## src/rtl/gs_row_scheduler_if.sv

```systemverilog
// Load, core-job and result-stream signals of gs_row_scheduler.
// master: the scheduler side; slave: the surrounding environment (loader, core, sink).
interface gs_row_scheduler_if #(
  parameter int N  = 8,
  parameter int XW = 32
);
  logic                    i_valid;
  logic [31:0]             i_data;
  logic                    o_ready;
  logic                    core_clr;
  logic                    core_start;
  logic [8*(N-1)-1:0]      core_a;
  logic [7:0]              core_b;
  logic [31:0]             core_adown;
  logic [XW*(N-1)-1:0]     core_x;
  logic                    core_valid;
  logic [XW-1:0]           core_x_next;
  logic                    o_valid;
  logic [XW-1:0]           o_x;
  logic                    o_busy;
  logic                    o_done;

  modport master (
    input  i_valid, i_data, core_valid, core_x_next,
    output o_ready, core_clr, core_start, core_a, core_b, core_adown, core_x,
           o_valid, o_x, o_busy, o_done
  );

  modport slave (
    output i_valid, i_data, core_valid, core_x_next,
    input  o_ready, core_clr, core_start, core_a, core_b, core_adown, core_x,
           o_valid, o_x, o_busy, o_done
  );
endinterface

```

## src/rtl/gs_row_scheduler.sv

```systemverilog
// Gauss-Seidel row scheduler: loads an NxN system, runs ITER in-place sweeps on the core, streams x.
// Optional GS_EARLY_STOP_EN: leave after any sweep in which no x value changed.
module gs_row_scheduler #(
  parameter int N    = 8,
  parameter int ITER = 16,
  parameter int XW   = 32
) (
  input logic              i_clk,
  input logic              i_reset,
  gs_row_scheduler_if.master bus
);
  localparam int RW = $clog2(N);
  localparam int CW = $clog2(N + 2);
  localparam logic [RW-1:0] ROW_LAST = RW'(N - 1);
  localparam logic [CW-1:0] COL_B    = CW'(N);
  localparam logic [CW-1:0] COL_LAST = CW'(N + 1);
  localparam logic [7:0]    ITER_L   = 8'(ITER);

  typedef enum logic [2:0] {
    S_IDLE,
    S_LOAD,
    S_CLR,
    S_START,
    S_WAIT,
    S_OUT
  } state_t;

  state_t          state_q, state_d;
  logic [7:0]      a_q     [N][N];
  logic [7:0]      b_q     [N];
  logic [31:0]     adown_q [N];
  logic [XW-1:0]   x_q     [N];
  logic [XW-1:0]   x_d     [N];
  logic [RW-1:0]   ld_row_q, ld_row_d;
  logic [CW-1:0]   ld_col_q, ld_col_d;
  logic [RW-1:0]   row_q, row_d;
  logic [7:0]      iter_q, iter_d;
  logic [RW-1:0]   out_k_q, out_k_d;
  logic            done_q, done_d;
  logic            accept;
  logic [RW-1:0]   lane_col;
`ifdef GS_EARLY_STOP_EN
  logic            chg_q, chg_d;
  logic            sweep_chg;
`endif

  always_comb begin
    state_d  = state_q;
    ld_row_d = ld_row_q;
    ld_col_d = ld_col_q;
    row_d    = row_q;
    iter_d   = iter_q;
    out_k_d  = out_k_q;
    done_d   = 1'b0;
    x_d      = x_q;
`ifdef GS_EARLY_STOP_EN
    chg_d     = chg_q;
    sweep_chg = chg_q;
`endif
    bus.o_ready = (state_q == S_IDLE) || (state_q == S_LOAD);
    accept      = bus.i_valid && bus.o_ready;

    case (state_q)
      S_IDLE, S_LOAD: begin
        if (accept) begin
          state_d = S_LOAD;
          if (ld_col_q == COL_LAST) begin
            ld_col_d = '0;
            if (ld_row_q == ROW_LAST) begin
              ld_row_d = '0;
              row_d    = '0;
              iter_d   = '0;
              for (int unsigned k = 0; k < N; k++) x_d[k] = '0;
`ifdef GS_EARLY_STOP_EN
              chg_d = 1'b0;
`endif
              state_d = S_CLR;
            end else begin
              ld_row_d = ld_row_q + 1'b1;
            end
          end else begin
            ld_col_d = ld_col_q + 1'b1;
          end
        end
      end
      S_CLR:   state_d = S_START;
      S_START: state_d = S_WAIT;
      S_WAIT: begin
        if (bus.core_valid) begin
          x_d[row_q] = bus.core_x_next;
          state_d    = S_CLR;
`ifdef GS_EARLY_STOP_EN
          sweep_chg = chg_q || (bus.core_x_next != x_q[row_q]);
          chg_d     = sweep_chg;
`endif
          if (row_q == ROW_LAST) begin
            row_d  = '0;
            iter_d = iter_q + 8'd1;
            if (iter_d == ITER_L) state_d = S_OUT;
`ifdef GS_EARLY_STOP_EN
            if (!sweep_chg) state_d = S_OUT;
            chg_d = 1'b0;
`endif
          end else begin
            row_d = row_q + 1'b1;
          end
        end
      end
      S_OUT: begin
        out_k_d = out_k_q + 1'b1;
        if (out_k_q == ROW_LAST) begin
          out_k_d = '0;
          done_d  = 1'b1;
          state_d = S_IDLE;
        end
      end
      default: state_d = S_IDLE;
    endcase
  end

  // Operands follow row_q combinationally; row_q and x_q only move at the WAIT exit edge.
  always_comb begin
    bus.core_a = '0;
    bus.core_x = '0;
    lane_col   = '0;
    for (int unsigned l = 0; l < N - 1; l++) begin
      lane_col = (RW'(l) < row_q) ? RW'(l) : RW'(l + 1);
      bus.core_a[8*(N-2-l) +: 8]   = a_q[row_q][lane_col];
      bus.core_x[XW*(N-2-l) +: XW] = x_q[lane_col];
    end
    bus.core_b     = b_q[row_q];
    bus.core_adown = adown_q[row_q];
  end

  assign bus.core_clr   = (state_q == S_CLR);
  assign bus.core_start = (state_q == S_START);
  assign bus.o_valid    = (state_q == S_OUT);
  assign bus.o_x        = (state_q == S_OUT) ? x_q[out_k_q] : '0;
  assign bus.o_busy     = (state_q != S_IDLE);
  assign bus.o_done     = done_q;

  always_ff @(posedge i_clk or posedge i_reset) begin
    if (i_reset) begin
      state_q  <= S_IDLE;
      ld_row_q <= '0;
      ld_col_q <= '0;
      row_q    <= '0;
      iter_q   <= '0;
      out_k_q  <= '0;
      done_q   <= 1'b0;
      for (int unsigned k = 0; k < N; k++) x_q[k] <= '0;
`ifdef GS_EARLY_STOP_EN
      chg_q <= 1'b0;
`endif
    end else begin
      state_q  <= state_d;
      ld_row_q <= ld_row_d;
      ld_col_q <= ld_col_d;
      row_q    <= row_d;
      iter_q   <= iter_d;
      out_k_q  <= out_k_d;
      done_q   <= done_d;
      x_q      <= x_d;
`ifdef GS_EARLY_STOP_EN
      chg_q <= chg_d;
`endif
    end
  end

  always_ff @(posedge i_clk or posedge i_reset) begin
    if (i_reset) begin
      for (int unsigned r = 0; r < N; r++) begin
        b_q[r]     <= '0;
        adown_q[r] <= '0;
        for (int unsigned c = 0; c < N; c++) a_q[r][c] <= '0;
      end
    end else if (accept) begin
      if (ld_col_q < COL_B) begin
        a_q[ld_row_q][ld_col_q[RW-1:0]] <= bus.i_data[7:0];
      end else if (ld_col_q == COL_B) begin
        b_q[ld_row_q] <= bus.i_data[7:0];
      end else begin
        adown_q[ld_row_q] <= bus.i_data;
      end
    end
  end
endmodule

```

## src/flat_wrapper.sv

```systemverilog
// flat-port wrapper written by rule: the top's interface ports become plain ports
module gs_row_scheduler_flat 
#(
  parameter int N    = 8,
  parameter int ITER = 16,
  parameter int XW   = 32
)
  (i_clk, i_reset, bus_i_valid, bus_i_data, bus_core_valid, bus_core_x_next, bus_o_ready, bus_core_clr, bus_core_start, bus_core_a, bus_core_b, bus_core_adown, bus_core_x, bus_o_valid, bus_o_x, bus_o_busy, bus_o_done);
  gs_row_scheduler_if #(.N(N), .XW(XW)) bus_i ();
  input logic i_clk;
  input logic i_reset;
  input wire logic [$bits(bus_i.i_valid)-1:0] bus_i_valid;
  input wire logic [$bits(bus_i.i_data)-1:0] bus_i_data;
  input wire logic [$bits(bus_i.core_valid)-1:0] bus_core_valid;
  input wire logic [$bits(bus_i.core_x_next)-1:0] bus_core_x_next;
  output wire logic [$bits(bus_i.o_ready)-1:0] bus_o_ready;
  output wire logic [$bits(bus_i.core_clr)-1:0] bus_core_clr;
  output wire logic [$bits(bus_i.core_start)-1:0] bus_core_start;
  output wire logic [$bits(bus_i.core_a)-1:0] bus_core_a;
  output wire logic [$bits(bus_i.core_b)-1:0] bus_core_b;
  output wire logic [$bits(bus_i.core_adown)-1:0] bus_core_adown;
  output wire logic [$bits(bus_i.core_x)-1:0] bus_core_x;
  output wire logic [$bits(bus_i.o_valid)-1:0] bus_o_valid;
  output wire logic [$bits(bus_i.o_x)-1:0] bus_o_x;
  output wire logic [$bits(bus_i.o_busy)-1:0] bus_o_busy;
  output wire logic [$bits(bus_i.o_done)-1:0] bus_o_done;
  assign bus_i.i_valid = bus_i_valid;
  assign bus_i.i_data = bus_i_data;
  assign bus_i.core_valid = bus_core_valid;
  assign bus_i.core_x_next = bus_core_x_next;
  assign bus_o_ready = bus_i.o_ready;
  assign bus_core_clr = bus_i.core_clr;
  assign bus_core_start = bus_i.core_start;
  assign bus_core_a = bus_i.core_a;
  assign bus_core_b = bus_i.core_b;
  assign bus_core_adown = bus_i.core_adown;
  assign bus_core_x = bus_i.core_x;
  assign bus_o_valid = bus_i.o_valid;
  assign bus_o_x = bus_i.o_x;
  assign bus_o_busy = bus_i.o_busy;
  assign bus_o_done = bus_i.o_done;
  gs_row_scheduler #(.N(N), .ITER(ITER), .XW(XW)) u_core (.i_clk(i_clk), .i_reset(i_reset), .bus(bus_i));
endmodule
```

## config.mk

```make
export PLATFORM = sky130hd
export DESIGN_NAME = gs_row_scheduler_flat
export DESIGN_NICKNAME = d
export VERILOG_FILES = /design/src/rtl/gs_row_scheduler_if.sv /design/src/rtl/gs_row_scheduler.sv /design/src/flat_wrapper.sv
export SDC_FILE = /design/constraint.sdc
export NUM_CORES = 2
export LEC_CHECK = 0
export BUFFER_PORTS_ARGS = -buffer_cell sky130_fd_sc_hd__clkbuf_2
export CAP_MARGIN = 20
export CORE_UTILIZATION = 39
export DETAILED_ROUTE_END_ITERATION = 10
export PLACE_DENSITY = 0.65
export RECOVER_POWER = 25
export SLEW_MARGIN = 10
export SYNTH_ARGS = -nofsm -noshare
export SYNTH_HDL_FRONTEND = slang
export SYNTH_SLANG_ARGS = --single-unit
```

## constraint.sdc

```tcl
create_clock -name i_clk -period 38.1 [get_ports i_clk]
set_input_delay 3.81 -clock i_clk [delete_from_list [all_inputs] [get_ports i_clk]]
set_output_delay 3.81 -clock i_clk [all_outputs]
set_load 0.02 [all_outputs]
```

# [Word-level counts from Yosys, hierarchy flattened]
# Index checks and enable logic that the tools add are counted.
[op_classes] bitwise_logic=13 n_eq_ne=17 n_addsub=5 mux=106 magnitude_cmp=22 n_reduce_logical=17
[ops] op="$mux 256" n=4
[ops] op="$bmux 32 s3" n=9
[ops] op="$mux 32" n=21
[ops] op="$bwmux 256" n=2
[ops] op="$bwmux 512" n=1
[ops] op="$pmux 256 s2" n=1
[ops] op="$bmux 64 s3" n=1
[ops] op="$bmux 8 s3" n=8
[ops] op="$demux 32 s3" n=2
[ops] op="$demux 64 s3" n=1
[ops] op="$mux 64" n=3
[ops] op="$mux 8" n=23
[ops] op="$bwmux 64" n=1
[ops] op="$demux 8 s3" n=2
[ops] op="$ge 4x4->1 const B" n=11
[ops] op="$not 3->4" n=11
[ops] op="$mux 3" n=14
[ops] op="$pmux 8 s2" n=1
[ops] op="$eq 3x3->1 const B" n=5
[ops] op="$pmux 3 s5" n=1
[ops] op="$lt 4x1->1 const B" n=3
[ops] op="$reduce_and 3->1" n=4
[ops] op="$ne 2x1->1 const B" n=5
[ops] op="$add 3x1->3 const B" n=3
[ops] op="25 further kinds" n=43
[totals] out_inout_bits=358 register_bits=1113 elab_cells=275 inputBits=68

# [Longest topological paths before layout]
[logic_depth] depth_word=8 ltp_mapped=9 depth_no_buf=7

# [Worst setup path after synthesis]
# OpenSTA, ideal clock, no wires.
[synth_path] kind="reg-to-output" startpoint="register u_core.row_q[1]" endpoint="output port bus_core_adown[3]" stages_incl_launch_ff=8 path_buffers=4 t_required_ns=34.290 setup_slack_ns=32.043 t_arrival_ns=2.247 cell_sequence="dfrtp_1 > buf_2 > buf_2 > nor2_1 > clkbuf_1 > buf_1 > a22oi_1 > o21ai_0"
[synth_via] elab_chain_len=4
[synth_lines] item="start, declared" line_no="gs_row_scheduler.sv:36" source="logic [RW-1:0] row_q, row_d;"
[synth_lines] item="start signal, assigned" line_no="gs_row_scheduler.sv:159" source="row_q <= row_d;"
[synth_lines] item="$not 3->4 (not written as such)" line_no="gs_row_scheduler.sv:132" source="bus.core_adown = adown_q[row_q];"
[synth_lines] item="$bmux 32 s3" line_no="gs_row_scheduler.sv:132"
[synth_lines] item="$mux 32 (not written as such) (2 in series)" line_no="gs_row_scheduler.sv:132"
[synth_lines] item="end, declared" line_no="flat_wrapper.sv:21" source="output wire logic [$bits(bus_i.core_adown)-1:0] bus_core_adown;"
# No other way between the ends. The select of a mux whose other input is x is not followed.

==> load_flow_metrics.sql <==
INSERT INTO impl_metrics (metric_group, metric, value, unit) VALUES
('synthesis', 'mappedNetlistNets', '4060', ''),
('route', 'drc_errors', '0', ''),
('route', 'drtAntennaViolNets', '0', ''),
('route', 'drt_first_iter_violations', '4136', ''),
('worst_setup_path', 'cp-end-kind', 'asynchronous set/reset pin', ''),
('sta', 'final-max-slew-violation-count', '691', ''),
('cts', 'cts_tree', 'yes', ''),
('place', 'routabilityCongestion', '0.8528', ''),
('run_status', 'failed_checks', 'max-capacitance violations, max-slew violations', ''),
('flow_run', 'drv_cap', '13', ''),
('cts', 'cts_repair_resize_count', '0', ''),
('min_path', 'hold_path.class', 'reg -> reg', ''),
('min_path', 'worstHoldPathCells', '1', ''),
('grt', 'grt_overflow', '0', ''),
('cts', 'clock_sink_count', '1069', ''),
('worst_setup_path', 'setup.worst_path.class', 'in -> async', ''),
('synthesis', 'post_synth_instance_area', '51090', 'µm²'),
('synthesis', 'yosys_most_used_dff', 'sky130_fd_sc_hd__dfrtp_1', ''),
('min_path', 'min_from', 'u_core.a_q[148]', ''),
('worst_setup_path', 'top_fanout_value_on_the_critical_path', '157', ''),
('layout', 'final_cell_mix', 'sky130_fd_sc_hd__dfrtp_1 (1064), sky130_fd_sc_hd__mux2_2 (964), sky130_fd_sc_hd__nand2_1 (475)', ''),
('route', 'routed_via_density', '6.012', ''),
('place', 'dp.cells', '5862', ''),
('layout', 'nets', '4318', ''),
('floorplan', 'ioPinCount', '426', ''),
('synthesis', 'syn-instance-count', '3984', ''),
('synthesis', 'synthArstFlopShare', '100.0', '%'),
('place', 'post_dp_cell_area', '54790', 'µm²'),
('worst_setup_path', 'worst-r2r-cell-count', '7', ''),
('grt', 'grt_first_pass_wirelength', '254.5', 'mm'),
('synthesis', 'synthesis.area_per_instance', '12.82', 'µm²'),
('sta', 'setup-violations-final', '0', ''),
('layout', 'fin_cells', '6083', ''),
('floorplan', 'core_region_area', '129600', 'µm²'),
('grt', 'grt_pass1_vias', '36605', ''),
('worst_setup_path', 'r2r-end', 'u_core.state_q[2]', ''),
('route', 'final_wl', '173.5', 'mm'),
('route', 'wl_met1', '71.88', 'mm'),
('cts', 'cts_post_setup_buffers_inserted', '0', ''),
('place', 'numPortBuffers', '425', ''),
('synthesis', 'synth-warning-count', '0', ''),
('pwr', 'power.leakage', '0.02878', 'µW'),
('run_status', 'status', 'complete, but fails checks', ''),
('layout', 'area_added_between_synthesis_and_finish', '15.05', '%'),
('route', 'dr_wl_met2', '80.92', 'mm'),
('grt', 'grt_antenna_before_repair', '14', ''),
('min_path', 'min_delay_worst_endpoint', 'u_core.a_q[148]', ''),
('place', 'dpl.hpwl', '105.0', 'mm'),
('sta', 'timing_worst_slew_pin_value', '8.737', 'ns'),
('cts', 'htree_num_levels', '3', ''),
('floorplan', 'die-area', '132400', 'µm²'),
('sta', 'layout_min_cycle_time', '14.74', 'ns'),
('route', 'wire_per_inst', '28.53', 'µm'),
('cts', 'holdBufCountCts', '0', ''),
('grt', 'pin_count_of_the_biggest_net_entering_global_routing', '184', ''),
('synthesis', 'yosysUniqueCellTypes', '68', ''),
('layout', 'stdcell_area', '58770', 'µm²'),
('pwr', 'power_density_relative_to_cell_area', '53.50', 'nW/µm²'),
('floorplan', 'start_util', '39.40', '%'),
('sta', 'final.setup_skew', '0.02565', 'ns'),
('worst_setup_path', 'critical_path.reg2reg.startpoint', 'u_core.out_k_q[0]', ''),
('worst_setup_path', 'r2r_setup_slk', '32.59', 'ns'),
('floorplan', 'floorplan.die.width', '363.9', 'µm'),
('cts', 'worstSkewPairLatency', '0.72', 'ns'),
('sta', 'maximum_frequency_from_static_timing_analysis', '0.06786', 'GHz'),
('floorplan', 'std_cell_rows', '132', ''),
('cts', 'clk_transition_reported_paths', '0.06', 'ns'),
('pwr', 'power.total', '3144', 'µW'),
('cts', 'tritoncts.num_buffers', '115', ''),
('grt', 'track_usage', '25.83', '%'),
('cts', 'clock_buffer_depth', '3', '');
==> worst max-delay path: stages <==
cell                         delay, ns
sky130_fd_sc_hd__clkbuf_1         0.08
sky130_fd_sc_hd__clkinvlp_2       2.85
sky130_fd_sc_hd__clkbuf_1         6.24
==> flip-flops by register name (all words and copies together), names as in the netlist, 4 cells and up <==
signal,count
u_core.adown_q,256
u_core.ld_col_q,4
u_core.a_q,468
u_core.b_q,64
u_core.iter_q,8
u_core.x_q,256
==> power breakdown <==
group	total [µW]	switching, µW	internal [µW]
Combinational	578	320	259
Clock	1170	480	689
Sequential	1400	108	1290
==> layer usage <==
layer  vias up  GRT usage [%]
met5         -              0
met4         6          10.40
met3       379          5.163
met2      1803          41.04
met1     19254          34.56
li1      15131              -
==> synthesized netlist by cell type, drive strengths merged (6+ instances only) <==
master | instances | area, µm²
dfrtp | 1069 | 26750
mux2 | 971 | 10930
nand2 | 487 | 1833
a22o | 266 | 2330
clkbuf | 198 | 743.2
buf | 168 | 759.5
nor2 | 147 | 633.1
mux4 | 136 | 3063
mux2i | 91 | 910.9
o21ai | 78 | 390.4
a221oi | 68 | 601.8
a21oi | 55 | 275.3
a22oi | 36 | 270.3
nor3 | 17 | 85.08
a221o | 15 | 150.1
and2 | 15 | 93.84
nand3 | 15 | 85.08
o22ai | 15 | 93.84
nor2b | 13 | 81.33
and3 | 9 | 56.30
ha | 8 | 100.1
inv | 8 | 30.03
o221ai | 8 | 70.07
a211oi | 7 | 52.55
a222oi | 7 | 70.07
a31oi | 7 | 43.79
nor3b | 7 | 52.55
nand2b | 6 | 37.54
==> worst max-delay path by stage <==
stage,from,endpoint,slack [ns],depth (start not counted)
finish,i_reset,u_core.x_q[164],23.36,3
global route,i_reset,u_core.x_q[197],21.45,3
CTS,u_core.row_q[1],bus_core_a[15],29.15,8
detailed placement,u_core.row_q[1],bus_core_a[15],29.93,8
global placement,u_core.row_q[1],bus_core_a[15],29.98,8
floorplan,i_reset,u_core.a_q[100],4.20,1
==> per-stage QoR <==
stage	util (%)	hold slack, ns	worst slack (ns)
final	45.33	0.4901	23.36
after global routing	45.33	0.5082	21.45
after CTS	45.29	0.4938	29.15
after detailed placement	42.26	0.4764	29.93
after global placement	42.26	0.4616	29.98
after floorplan	-	0.4524	4.198
==> logic make-up (layout without fill, tap and decap cells) <==
group / Yosys count / after routing / share of synthesized area (%)
multiplexers: 1198 / 1198 / 29.18
adder cells (fa/ha/maj): 8 / 8 / 0.1959
AO/OA/AOI/OAI: 596 / 596 / 9.070
AND/OR/NAND/NOR: 734 / 734 / 6.101
XOR/XNOR: 5 / 5 / 0.08574
buffers and inverters: 374 / 726 / 3.000
other: 0 / 5 / 0
flip-flops: 1069 / 1069 / 52.36
==> area by class of cell <==
class                      instances  area [µm²]
antenna                            5       12.51
clock buffer                     168        3388
clock inverter                    43       548.0
fill                           11710       70880
inverter                           8       31.28
multi-input combinational       2541       23040
sequential                      1069       26770
tap                             1742        2180
timing repair buffer             507        2801
Note: power is estimated with default switching activity, not from simulation.
